`config.mk`:
```
export PLATFORM = sky130hd
export DESIGN_NAME = shot_sequencer
export DESIGN_NICKNAME = d
export VERILOG_FILES = /design/src/rtl/shot_sequencer.sv
export SDC_FILE = /design/constraint.sdc
export NUM_CORES = 1
export LEC_CHECK = 0
export ABC_AREA = 1
export BUFFER_PORTS_ARGS = -buffer_cell sky130_fd_sc_hd__buf_2
export CAP_MARGIN = 25
export CORE_ASPECT_RATIO = 1.5
export CORE_UTILIZATION = 60
export DETAILED_ROUTE_END_ITERATION = 7
export GPL_ROUTABILITY_DRIVEN = 0
export GPL_TIMING_DRIVEN = 0
export PLACE_DENSITY = 0.91
export SETUP_SLACK_MARGIN = 0.15
export SLEW_MARGIN = 30
export SYNTH_ARGS = -nofsm -noshare
export SYNTH_HDL_FRONTEND = slang
export SYNTH_SLANG_ARGS = --single-unit
```
`constraint.sdc`:
```
create_clock -name i_clock -period 4.35 [get_ports i_clock]
set_clock_uncertainty 0.1 [all_clocks]
set_input_delay 0.6525 -clock i_clock [delete_from_list [all_inputs] [get_ports i_clock]]
set_output_delay 0.6525 -clock i_clock [all_outputs]
set_load 0.01 [all_outputs]
```
`src/rtl/shot_sequencer.sv`:
```
// shot_sequencer: initiator side of the Battleship shot/score handshake.
// Synchronises and debounces KEY[0], latches and validates the target square and
// big-bomb request, issues a one-cycle score request and keeps game bookkeeping.
//
// Ports:
//   i_clock, i_reset        clock, synchronous active-high reset
//   i_key_n                 fire key, active-low, asynchronous
//   i_x_in, i_y_in          target column / row (valid 1..10)
//   i_big_req               big-bomb request
//   o_shot_x/y/big          latched shot presented to the responder
//   o_score_this            one-cycle request pulse
//   i_res_valid, i_res_*    responder result strobe and flags
//   o_busy, o_wrong         request outstanding / last press rejected or timed out
//   o_led_*                 last result flags, held
//   o_ship_mask             sticky OR of reported ships
//   o_big_left, o_shots_left remaining big bombs and shots
//   o_hit_ones, o_hit_tens  BCD hit count (saturates at 99)
//   o_game_over             sticky end of game
module shot_sequencer #(
  parameter int unsigned SYNC_STAGES     = 2,  // must be >= 2
  parameter int unsigned DEBOUNCE_CYCLES = 16,
  parameter int unsigned MAX_SHOTS       = 20,
  parameter int unsigned BIG_BOMBS       = 2,  // 0..2
  parameter int unsigned SHIP_SQUARES    = 19,
  parameter int unsigned TIMEOUT         = 15
) (
  input  logic       i_clock,
  input  logic       i_reset,
  input  logic       i_key_n,
  input  logic [3:0] i_x_in,
  input  logic [3:0] i_y_in,
  input  logic       i_big_req,
  output logic [3:0] o_shot_x,
  output logic [3:0] o_shot_y,
  output logic       o_shot_big,
  output logic       o_score_this,
  input  logic       i_res_valid,
  input  logic       i_res_hit,
  input  logic       i_res_near,
  input  logic       i_res_miss,
  input  logic [4:0] i_res_ship,
  output logic       o_busy,
  output logic       o_wrong,
  output logic       o_led_hit,
  output logic       o_led_near,
  output logic       o_led_miss,
  output logic [4:0] o_ship_mask,
  output logic [1:0] o_big_left,
  output logic [4:0] o_shots_left,
  output logic [3:0] o_hit_ones,
  output logic [3:0] o_hit_tens,
  output logic       o_game_over
);

  localparam int unsigned DB_W = $clog2(DEBOUNCE_CYCLES + 1);
  localparam int unsigned TO_W = $clog2(TIMEOUT + 1);
  localparam logic [DB_W-1:0] DB_LAST     = DB_W'(DEBOUNCE_CYCLES - 1);
  localparam logic [TO_W-1:0] TO_LAST     = TO_W'(TIMEOUT - 1);
  localparam logic [6:0]      SHIP_TARGET = 7'(SHIP_SQUARES);

  typedef enum logic [2:0] {StIdle, StCheck, StIssue, StWait, StOver} state_e;

  state_e r_state, w_next_state;

  logic [SYNC_STAGES-1:0] r_sync;
  logic                   r_key_lvl;
  logic [DB_W-1:0]        r_db_cnt;
  logic [TO_W-1:0]        r_to_cnt;
  logic [99:0]            r_history;
  logic [3:0]             r_shot_x, r_shot_y;
  logic                   r_shot_big;
  logic                   r_wrong;
  logic                   r_led_hit, r_led_near, r_led_miss;
  logic [4:0]             r_ship_mask;
  logic [1:0]             r_big_left;
  logic [4:0]             r_shots_left;
  logic [3:0]             r_hit_ones, r_hit_tens;

  logic       w_key_sync, w_db_done, w_press;
  logic       w_x_ok, w_y_ok, w_fired, w_bad;
  logic [6:0] w_sq_idx, w_hits_bin;
  logic [3:0] w_ones_nxt, w_tens_nxt;
  logic [4:0] w_shots_nxt;
  logic       w_latch, w_accept, w_reject, w_commit, w_timeout;

  // Key synchroniser; idles high so reset never looks like a press.
  always_ff @(posedge i_clock) begin
    if (i_reset) r_sync <= '1;
    else         r_sync <= {r_sync[SYNC_STAGES-2:0], i_key_n};
  end

  assign w_key_sync = r_sync[SYNC_STAGES-1];
  // Level change accepted once the new level has been seen DEBOUNCE_CYCLES cycles running.
  assign w_db_done  = (w_key_sync != r_key_lvl) && (r_db_cnt == DB_LAST);
  assign w_press    = w_db_done && !w_key_sync;

  always_ff @(posedge i_clock) begin
    if (i_reset) begin
      r_key_lvl <= 1'b1;
      r_db_cnt  <= '0;
    end else if (w_key_sync == r_key_lvl) begin
      r_db_cnt  <= '0;
    end else if (w_db_done) begin
      r_key_lvl <= w_key_sync;
      r_db_cnt  <= '0;
    end else begin
      r_db_cnt  <= r_db_cnt + DB_W'(1);
    end
  end

  // Square validation; the history index is only meaningful when both coords are in range.
  assign w_x_ok   = (r_shot_x >= 4'd1) && (r_shot_x <= 4'd10);
  assign w_y_ok   = (r_shot_y >= 4'd1) && (r_shot_y <= 4'd10);
  assign w_sq_idx = {3'b000, r_shot_y} * 7'd10 + {3'b000, r_shot_x} - 7'd11;
  assign w_fired  = w_x_ok && w_y_ok && r_history[w_sq_idx];
  assign w_bad    = !w_x_ok || !w_y_ok || (r_shot_big && (r_big_left == 2'd0)) || w_fired;

  // BCD hit counter next value, saturating at 99.
  always_comb begin
    w_ones_nxt = r_hit_ones;
    w_tens_nxt = r_hit_tens;
    if (i_res_hit) begin
      if (r_hit_ones == 4'd9) begin
        if (r_hit_tens != 4'd9) begin
          w_ones_nxt = 4'd0;
          w_tens_nxt = r_hit_tens + 4'd1;
        end
      end else begin
        w_ones_nxt = r_hit_ones + 4'd1;
      end
    end
  end

  assign w_hits_bin  = {3'b000, w_tens_nxt} * 7'd10 + {3'b000, w_ones_nxt};
  assign w_shots_nxt = r_shots_left - 5'd1;

  always_ff @(posedge i_clock) begin
    if (i_reset) r_state <= StIdle;
    else         r_state <= w_next_state;
  end

  always_comb begin
    w_next_state = r_state;
    w_latch      = 1'b0;
    w_accept     = 1'b0;
    w_reject     = 1'b0;
    w_commit     = 1'b0;
    w_timeout    = 1'b0;
    case (r_state)
      StIdle: begin
        if (w_press) begin
          w_latch      = 1'b1;
          w_next_state = StCheck;
        end
      end
      StCheck: begin
        if (w_bad) begin
          w_reject     = 1'b1;
          w_next_state = StIdle;
        end else begin
          w_accept     = 1'b1;
          w_next_state = StIssue;
        end
      end
      StIssue: w_next_state = StWait;
      StWait: begin
        // A result in the final allowed cycle beats the timeout.
        if (i_res_valid) begin
          w_commit = 1'b1;
          if ((w_hits_bin == SHIP_TARGET) || (w_shots_nxt == 5'd0)) w_next_state = StOver;
          else                                                      w_next_state = StIdle;
        end else if (r_to_cnt == TO_LAST) begin
          w_timeout    = 1'b1;
          w_next_state = StIdle;
        end
      end
      StOver:  w_next_state = StOver;
      default: w_next_state = StIdle;
    endcase
  end

  always_ff @(posedge i_clock) begin
    if (i_reset) begin
      r_to_cnt     <= '0;
      r_history    <= '0;
      r_shot_x     <= 4'd0;
      r_shot_y     <= 4'd0;
      r_shot_big   <= 1'b0;
      r_wrong      <= 1'b0;
      r_led_hit    <= 1'b0;
      r_led_near   <= 1'b0;
      r_led_miss   <= 1'b0;
      r_ship_mask  <= 5'd0;
      r_big_left   <= 2'(BIG_BOMBS);
      r_shots_left <= 5'(MAX_SHOTS);
      r_hit_ones   <= 4'd0;
      r_hit_tens   <= 4'd0;
    end else begin
      if (r_state == StWait) r_to_cnt <= r_to_cnt + TO_W'(1);
      else                   r_to_cnt <= '0;

      if (w_latch) begin
        r_shot_x   <= i_x_in;
        r_shot_y   <= i_y_in;
        r_shot_big <= i_big_req;
      end

      if (w_reject || w_timeout) r_wrong <= 1'b1;
      else if (w_accept)         r_wrong <= 1'b0;

      if (w_commit) begin
        r_led_hit           <= i_res_hit;
        r_led_near          <= i_res_near;
        r_led_miss          <= i_res_miss;
        r_ship_mask         <= r_ship_mask | i_res_ship;
        r_history[w_sq_idx] <= 1'b1;
        r_shots_left        <= w_shots_nxt;
        r_hit_ones          <= w_ones_nxt;
        r_hit_tens          <= w_tens_nxt;
        if (r_shot_big) r_big_left <= r_big_left - 2'd1;
      end
    end
  end

  assign o_shot_x     = r_shot_x;
  assign o_shot_y     = r_shot_y;
  assign o_shot_big   = r_shot_big;
  assign o_score_this = (r_state == StIssue);
  assign o_busy       = (r_state == StIssue) || (r_state == StWait);
  assign o_wrong      = r_wrong;
  assign o_led_hit    = r_led_hit;
  assign o_led_near   = r_led_near;
  assign o_led_miss   = r_led_miss;
  assign o_ship_mask  = r_ship_mask;
  assign o_big_left   = r_big_left;
  assign o_shots_left = r_shots_left;
  assign o_hit_ones   = r_hit_ones;
  assign o_hit_tens   = r_hit_tens;
  assign o_game_over  = (r_state == StOver);

endmodule

```
Yosys cells after proc, flatten, opt, wreduce, memory -nomap -nowiden
Index checks and enable logic that the tools add are counted.
{ "op_classes": {"n_addsub": 9, "mul": 2, "div_mod_pow": 0, "n_lt_le_gt_ge": 6, "n_eq_ne": 13, "n_shift": 0, "mux": 29, "bitwise_logic": 4, "reduce_logical": 26} }
{ "op_table": {"columns": ["operator", "count"], "rows": [
  ["bitwise OR 100 bit", 1],
  ["two-way mux 4 bit", 6],
  ["two-way mux 1 bit", 15],
  ["one-hot mux 3 bit (5 select lines)", 1],
  ["adder 7 x 4 -> 7 bit", 2],
  ["adder 4 x 1 -> 4 bit (second input constant)", 3],
  ["multiplier 4 x 3 -> 6 bit (second input constant)", 2],
  ["two-way mux 3 bit", 4],
  ["equality test 4 bit (second input constant)", 2],
  ["greater-or-equal comparator 4 x 1 -> 1 bit (second input constant)", 2],
  ["<= comparator 4 bit (second input constant)", 2],
  ["logical AND 1 bit", 8],
  ["< comparator 7 x 8 -> 1 bit (second input constant)", 1],
  ["binary-select mux 1 bit (select 7 bit)", 1],
  ["demux 1 bit (select 7 bit)", 1],
  ["equality test 7 x 5 -> 1 bit (second input constant)", 1],
  ["greater-or-equal comparator 7 x 1 -> 1 bit (second input constant)", 1],
  ["subtractor 7 x 4 -> 7 bit (second input constant)", 1],
  ["equality test 3 x 2 -> 1 bit (second input constant)", 2],
  ["logical OR 1 bit", 6],
  ["AND reduction 2 bit", 3],
  ["adder 5 x 1 -> 5 bit (second input constant)", 1],
  ["equality test 5 x 4 -> 1 bit (second input constant)", 1],
  ["logical NOT 5 bit", 1],
  ["18 further kinds", 21]
]} }
{ "word_totals": {"reg_bits": 148, "latch_bits": 0, "mem_bits_rw": 0, "rom_bits": 0, "out_inout_bits": 36, "n_memories": 0} }

Depth between registers and ports, before layout
Gate-level depths: netlist of run 1.
{ "depth": {"word_depth": 11, "mapped_depth": 21, "depth_no_buf": 21} }

Least setup slack after synthesis of run 1
No wires, ideal clock.
{ "synth_path": {"path_type": "reg2reg", "from": "register r_hit_ones[0], in the netlist o_hit_ones[0]", "to": "register r_state[2]", "setup_ns": 0.132, "arrival_time_ns": 3.009, "required_ns": 4.118, "setup_slack_ns": 1.109, "stages_incl_launch_ff": 18, "n_path_buf": 0, "path_cell_list": "dfxtp_1 ha_1 nand3_1 nor2_1 inv_1 nor2_1 inv_1 o21ai_1 inv_1 ha_1 ha_1 fa_1 xor2_1 nor2_1 nand3_1 nor2_1 o21ai_0 a21oi_1"} }
{ "synth_via": {"elab_chain_len": 10, "elab_cells_between_ends": 14, "cone_classes": "add/sub (2); mul (1); eq/ne (2); mux (8); reduce/logical (1)"} }
{ "synth_rtl": {"columns": ["element", "line", "rtl"], "rows": [
  ["start, declared", "77", "logic [3:0] r_hit_ones, r_hit_tens;"],
  ["start signal, assigned", "218", "r_hit_ones <= w_ones_nxt;"],
  ["equality test 4 bit", "123", "if (r_hit_ones == 4'd9) begin"],
  ["two-way mux 4 bit", "123", null],
  ["two-way mux 4 bit", "122", "if (i_res_hit) begin"],
  ["via w_tens_nxt[1]", "82", "logic [3:0] w_ones_nxt, w_tens_nxt;"],
  ["multiplier 4 x 3 -> 6 bit", "134", "assign w_hits_bin = {3'b000, w_tens_nxt} * 7'd10 + {3'b000, w_ones_nxt};"],
  ["adder 7 x 4 -> 7 bit", "134", null],
  ["equality test 7 x 5 -> 1 bit", "170", "if ((w_hits_bin == SHIP_TARGET) || (w_shots_nxt == 5'd0)) w_next_state = StOver;"],
  ["logical OR 1 bit", "170", null],
  ["two-way mux 3 bit", "170", null],
  ["two-way mux 3 bit", "168", "if (i_res_valid) begin"],
  ["one-hot mux 3 bit (5 select lines)", "149", "case (r_state)"],
  ["end signal, assigned", "138", "if (i_reset) r_state <= StIdle;"],
  ["end signal, assigned", "139", "else r_state <= w_next_state;"],
  ["end, declared", "63", "state_e r_state, w_next_state;"]
]} }
The timed path passes the listed nets, and every way through them passes these cells.
A chain may end at the register's enable or synchronous reset.

Worst setup path after layout of run 1
{ "layout_path": {"from": "register r_shot_y[3], in the netlist o_shot_y[3]", "to": "register r_history[42]"} }
{ "layout_via": {"elab_chain_len": 8, "elab_cells_between_ends": 9, "cone_classes": "add/sub (2); mul (1); order compare (2); mux (2); bitwise (1); reduce/logical (1)"} }
{ "layout_rtl": {"columns": ["element", "line", "rtl"], "rows": [
  ["start, declared", "70", "logic [3:0] r_shot_x, r_shot_y;"],
  ["start signal, assigned", "204", "r_shot_y <= i_y_in;"],
  ["multiplier 4 x 3 -> 6 bit *", "114", "assign w_sq_idx = {3'b000, r_shot_y} * 7'd10 + {3'b000, r_shot_x} - 7'd11;"],
  ["adder 7 x 4 -> 7 bit *", "114", null],
  ["subtractor 7 x 4 -> 7 bit *", "114", null],
  ["< comparator 7 x 8 -> 1 bit (implied by the code) / greater-or-equal comparator 7 x 1 -> 1 bit (equally long branches)", "216", "r_history[w_sq_idx] <= 1'b1;"],
  ["logical AND 1 bit (implied by the code)", "216", null],
  ["two-way mux 1 bit (implied by the code)", "216", null],
  ["demux 1 bit (select 7 bit) *", "216", null],
  ["bitwise OR 100 bit (no source line) *", null, null],
  ["end signal, assigned", "185", "r_history <= '0;"],
  ["end signal, assigned by index", "216", null],
  ["end, declared", "69", "logic [99:0] r_history;"]
]} }
Mark *: on every way between the ends. The rest lies on a longest branch, timed or not.

==> impl_results.md, run 1 <==
* Status: complete, no violations
* Clock transition at path regs at 60 ps
* Die area at 12,500 um^2
* Worst-case clock buffer depth at 2
* EDFF count, synth at 0
* Cells after synthesis at 1,055
* Delay-heaviest family, CP: adder cells
* Power Total at 0.00290 W
* Library cells used by synthesis at 31
* CTS resizes at 0
* Max_cap viols at 0
* Critical path startpoint category: flop
* Stages on worst setup path at 15
* Crit path launch: o_shot_y[3]$_SDFFE_PP0P_
* Worst skew pair latency at 430 ps
* Mapped Nets at 1,108
* Worst Hold Class: input port to flop
* H-Tree Depth at 4
* Initial antenna violation count at 0
* Critical path data required time at 4580 ps
* Critical path class: flop to flop
* Period Utilization, post-route at 86.4%
* Worst Setup EP: r_history[42]$_SDFFE_PP0P_
* Vias/cell at 5.55
* Fillers at 849
* Final HPWL DP at 12,900 um
* Post-CTS Setup Inserts at 0
* Fin Hold WS at 311 ps
* Endpoints failing setup at 0
* Static Leak at 3.37 nW
* Initial drt markers at 649
* Synthesized cell area at 7220 um^2
* Post-CTS Hold Buffers at 0
* Pre-CTS setup slack at 563 ps
* Max Freq at 266 MHz
* CTS tree: built
* Sequential share of the synthesized area at 41.0%
* Leading cell type in the layout, fill and taps excluded: nand2_1
* # rows at 48
* ANT nets after route at 0
* Total CTS buffers at 17
* Worst slew margin at 52.4%
* Worst-path maximum fanout at 8
* Multi-input gate area at 3380 um^2
* Crit-path cells: ha_1 > ha_1 > fa_1 > inv_1 > ha_1 > a21o_1 > nor2_1 > nand2_1 > nand2_1 > nand2_2 > nor2_1 > inv_1 > nor2_1 > nand2_1 > a21oi_1
* Total track usage at 32.2%
* P per Cell Area at 350 nW/um^2
* Io pins at 57
* DRC viols at 0
* Finished Layout Cells at 1,292
* Area growth syn-to-layout at 14.7%
* Crit Reg-Reg Endpoint: r_history[42]$_SDFFE_PP0P_
* Chip height at 136 um
* Final WS setup at 593 ps
* Worst reg2reg path depth at 15
* Max IR drop VDD at 0.000307 V
* Via count of the first global-routing pass at 6,793
* CP peak stage delay at 580 ps
* TritonRoute pass-1 iters at 6
* Setup TNS at 0 ps
* CP Data Arrival Time at 3990 ps
* Drt wl/cell at 15.1 um
* Fin. max-slew vios at 0
* Fraction of layout cells with a size suffix above 1 at 10.6%
* R2r setup slk at 590 ps
* # clock sinks at 148
* Mapped Avg Cell Area at 6.84 um^2
* Placed Instances at 1,260
* Final min period at 3760 ps
* Reg2Reg Launch Point: o_shot_y[3]$_SDFFE_PP0P_
* Routed via count at 7,169
* ANT cells at 0
* Commonest non-fill, non-tap cells in the layout: nand2_1, inv_1, dfxtp_1
* Die X at 91.6 um
* Share of flip-flops with an asynchronous set or reset at 0%
* Top FF cell, synth: dfxtp_1
* Yosys warns at 0
* Synth Register Bits at 148
* Core Region at 11,600 um^2
* CP Capture Type: flop
* Final WL at 19,500 um
* Hold Fails Final Rpt at 0
* Port buffer count at 55
* Clock Tree Root: clkbuf_16
* Seq. cell area at 2960 um^2
* Unrepaired setup endpoints after global routing: no
* Slowest CP cell: fa_1
* Congestion Overflow GR at 0
* Buf/Inv on CP at 2
* Largest net degree at the start of global routing at 17
* First-pass GRT wire length at 31,000 um
* Fin nets at 1,182
* Initial core utilization at 62.3%
* Worst-Margin Slew at 714 ps
[synth_stat cells, types with 2 or more instances]
library cell	instances	area (um^2)
clkbuf_1	19	71.3
buf_4	6	45.0
inv_1	178	668
nor2_2	4	25.0
o21ai_1	2	10.0
dfxtp_1	148	2960
fa_1	4	80.1
nor2_1	86	323
a21oi_1	139	696
nor3b_1	2	15.0
nand2_1	274	1030
or2_2	3	18.8
nand3_1	72	360
buf_2	17	85.1
xnor2_1	6	52.6
nand4_1	4	25.0
xor2_1	12	105
nor2_4	3	33.8
ha_1	28	350
o21ai_0	33	165
nor4_1	2	12.5
o21bai_1	2	15.0
nor3_1	3	15.0
[routing by layer]
layer | vias up | part of all wire (%) | track usage, %
met4 | 0 | 6.3 | 22.5
li1 | 3426 | - | -
met2 | 332 | 51 | 59.2
met3 | 110 | 6.7 | 7.16
met1 | 3301 | 36 | 31.7
met5 | - | 0 | 0
[kinds of logic after synthesis]
family	Yosys count	synth area share, %
compound gates	180	12.7
flops	148	41.0
fa+ha+maj	32	5.96
buf+inv	221	12.1
xor+xnor	18	2.18
simple gates	455	25.9
mux	1	0.139
[state kept, by name, summed over array words and instances, names as in the netlist, 2 cells and up]
name,count
o_big_left,2
o_hit_ones,4
o_hit_tens,4
o_ship_mask,5
o_shot_x,4
o_shot_y,4
o_shots_left,5
r_db_cnt,5
r_history,100
r_state,3
r_sync,2
r_to_cnt,4
[report_power, final]
group | switching [W] | internal [W]
Combinational | 0.0000340 | 0.0000127
Sequential | 0.000000708 | 0.00136
Clock | 0.000630 | 0.000865
[final cells by class]
cell class	count	area share, %
Clock buffer	18	5.18
Multi-Input combinational cell	686	40.9
Timing Repair Buffer	55	3.32
Sequential cell	148	35.8
Clock inverter	14	2.01
Tap cell	150	2.27
Inverter	179	8.12
Buffer	42	2.43
[worst min-delay path by stage]
stage                              start              endpoint  slack [ps]  depth (start not counted)
floorplan           r_sync[0]$_SDFF_PP1_  r_sync[1]$_SDFF_PP1_         290                          1
global placement    r_sync[0]$_SDFF_PP1_  r_sync[1]$_SDFF_PP1_         290                          1
detailed placement  r_sync[0]$_SDFF_PP1_  r_sync[1]$_SDFF_PP1_         320                          1
CTS                              i_key_n  r_sync[0]$_SDFF_PP1_         310                          2
global route                     i_key_n  r_sync[0]$_SDFF_PP1_         300                          2
finish                           i_key_n  r_sync[0]$_SDFF_PP1_         310                          2
[stage by stage]
step,instance area (um^2),utilization (%)
2_1_floorplan,7220,-
3_5_place_dp,7680,66.3
6_report,8280,71.4
4_1_cts,8280,71.4
5_1_grt,8280,71.4
3_3_place_gp,7680,66.3
Note: power is estimated with default switching activity, not from simulation.
==> run 2: changes to the inputs <==
CTS_BUF_LIST = sky130_fd_sc_hd__clkbuf_16   (was not set)
==> impl_results.md, run 2 (synthesis results as in run 1) <==
* ANT cells at 0 (unchanged)
* Core Region at 11,600 um^2 (unchanged)
* Pre-CTS setup slack at 563 ps (unchanged)
* Power Total at 0.00290 W (about the same)
* Endpoints failing setup at 0 (unchanged)
* Commonest non-fill, non-tap cells in the layout: nand2_1, inv_1, dfxtp_1
* Post-CTS Hold Buffers at 0 (unchanged)
* CP Capture Type: flop
* TritonRoute pass-1 iters at 5 (-1)
* # rows at 48 (unchanged)
* Vias/cell at 5.52 (-0.52%)
* Final HPWL DP at 12,900 um (unchanged)
* CTS tree: built
* Largest register FFs at 100 (unchanged)
* Worst skew pair latency at 430 ps (about the same)
* Critical path data required time at 4580 ps (about the same)
* Critical path startpoint category: flop
* Post-CTS Setup Inserts at 0 (unchanged)
* Largest Register: r_history
* Worst-path maximum fanout at 8 (unchanged)
* Die area at 12,500 um^2 (unchanged)
* H-Tree Depth at 4 (unchanged)
* Critical path class: flop to flop
* Fraction of layout cells with a size suffix above 1 at 10.6% (unchanged)
* Psw at 0.000667 W (+0.20%)
* Port buffer count at 55 (unchanged)
* Total CTS buffers at 17 (unchanged)
* Worst slew margin at 52.4% (+0.056 points)
* Sw Share at 23.0% (+0.056 points)
* Worst reg2reg path depth at 15 (unchanged)
* Status: complete, no violations
* Setup TNS at 0 ps (unchanged)
* Dpl cell area at 7680 um^2 (unchanged)
* Max Freq at 265 MHz (-0.28%)
* First-pass GRT wire length at 31,000 um (unchanged)
* Drt wl/cell at 15.0 um (-0.38%)
* Initial drt markers at 649 (unchanged)
* Clk pwr share at 51.6% (about the same)
* CTS resizes at 0 (unchanged)
* Area growth syn-to-layout at 14.7% (unchanged)
* Period Utilization, post-route at 86.6% (+0.24 points)
* Io pins at 57 (unchanged)
* Worst-case clock buffer depth at 2 (unchanged)
* DRC viols at 0 (unchanged)
* Hold Fails Final Rpt at 0 (unchanged)
* Total track usage at 32.2% (unchanged)
* Max_cap viols at 0 (unchanged)
* ANT nets after route at 0 (unchanged)
* Worst Hold Class: input port to flop
* Final Cell Area at 8280 um^2 (unchanged)
* Hold depth at 2 (unchanged)
* Initial antenna violation count at 0 (unchanged)
* Via count of the first global-routing pass at 6,793 (unchanged)
* Clock transition at path regs at 70 ps (about the same)
* Routed via count at 7,132 (-0.52%)
* Initial core utilization at 62.3% (unchanged)
* Final min period at 3770 ps (+10.6 ps)
* Die X at 91.6 um (unchanged)
* Clock Tree Root: clkbuf_16
* Final WS setup at 583 ps (-10.6 ps)
* P per Cell Area at 350 nW/um^2 (about the same)
* CP Data Arrival Time at 4000 ps (about the same)
* Max IR drop VDD at 0.000309 V (+0.70%)
* Static Leak at 3.37 nW (+0.12%)
* # clock sinks at 148 (unchanged)
* Logic pwr share at 1.6% (about the same)
* Leading cell type in the layout, fill and taps excluded: nand2_1
* Final WL at 19,400 um (-0.38%)
* Unrepaired setup endpoints after global routing: no
* Flop pwr share at 46.8% (about the same)
* Largest net degree at the start of global routing at 17 (unchanged)
* P_int at 0.00223 W (-0.11%)
* Fin. max-slew vios at 0 (unchanged)
* Fin Hold WS at 308 ps (-2.50 ps)
* Chip height at 136 um (unchanged)
* Congestion Overflow GR at 0 (unchanged)
* Worst-Margin Slew at 713 ps (-0.844 ps)
* Fin nets at 1,182 (unchanged)
==> run 2: cell count changes in the layout (fill, tap and decap cells not counted), sizes merged <==
cell	change
clkbuf	-1
inv	+1
==> run 2: path summary, 6_finish.rpt <==
check,from,to,slack (ps)
hold reg to reg,r_sync[0]$_SDFF_PP1_,r_sync[1]$_SDFF_PP1_,340
hold / removal,i_key_n,r_sync[0]$_SDFF_PP1_,310
setup reg to reg,o_shot_y[3]$_SDFFE_PP0P_,r_history[42]$_SDFFE_PP0P_,580
setup / recovery,o_shot_y[3]$_SDFFE_PP0P_,r_history[42]$_SDFFE_PP0P_,580
==> run 2: per-layer routing <==
metal	wire (um)	GRT usage, %	vias up
li1	-	-	3425
met1	6920	31.7	3282
met2	9990	59.2	310
met3	1270	7.16	115
met4	1220	22.5	0
met5	0	0	-
==> run 2: layout make-up <==
type,instances,area [um^2]
buffer,42,201
clock inverter,15,170
tap,150,188
inverter,179,672
clock buffer,17,425
multi-input combinational,686,3380
timing repair buffer,55,275
fill,849,3310
sequential,148,2960
==> run 2: stage by stage <==
stage / utilization (%) / cells
2_1_floorplan: - / 1055
3_3_place_gp: 66.3 / 1260
3_5_place_dp: 66.3 / 1260
4_1_cts: 71.4 / 1292
5_1_grt: 71.4 / 1292
6_report: 71.4 / 1292
==> run 2: worst max-delay path, cell delays in order, from the launching register on <==
cell and delay, ps:
dfxtp_1 440, ha_1 280, ha_1 210, fa_1 580, inv_1 90, ha_1 330, a21o_1 170, nor2_1 130
nand2_1 60, nand2_1 70, nand2_2 90, nor2_1 150, inv_1 110, nor2_1 400, nand2_1 200, a21oi_1 240
==> run 2: power groups by stage <==
stage                     combinational, W  clock, W  sequential (W)
after floorplan                  0.0000241         0         0.00139
after global placement           0.0000441         0         0.00139
after detailed placement         0.0000446         0         0.00139
after CTS                        0.0000453   0.00148         0.00136
after global routing             0.0000502   0.00154         0.00136
final                            0.0000465   0.00149         0.00136
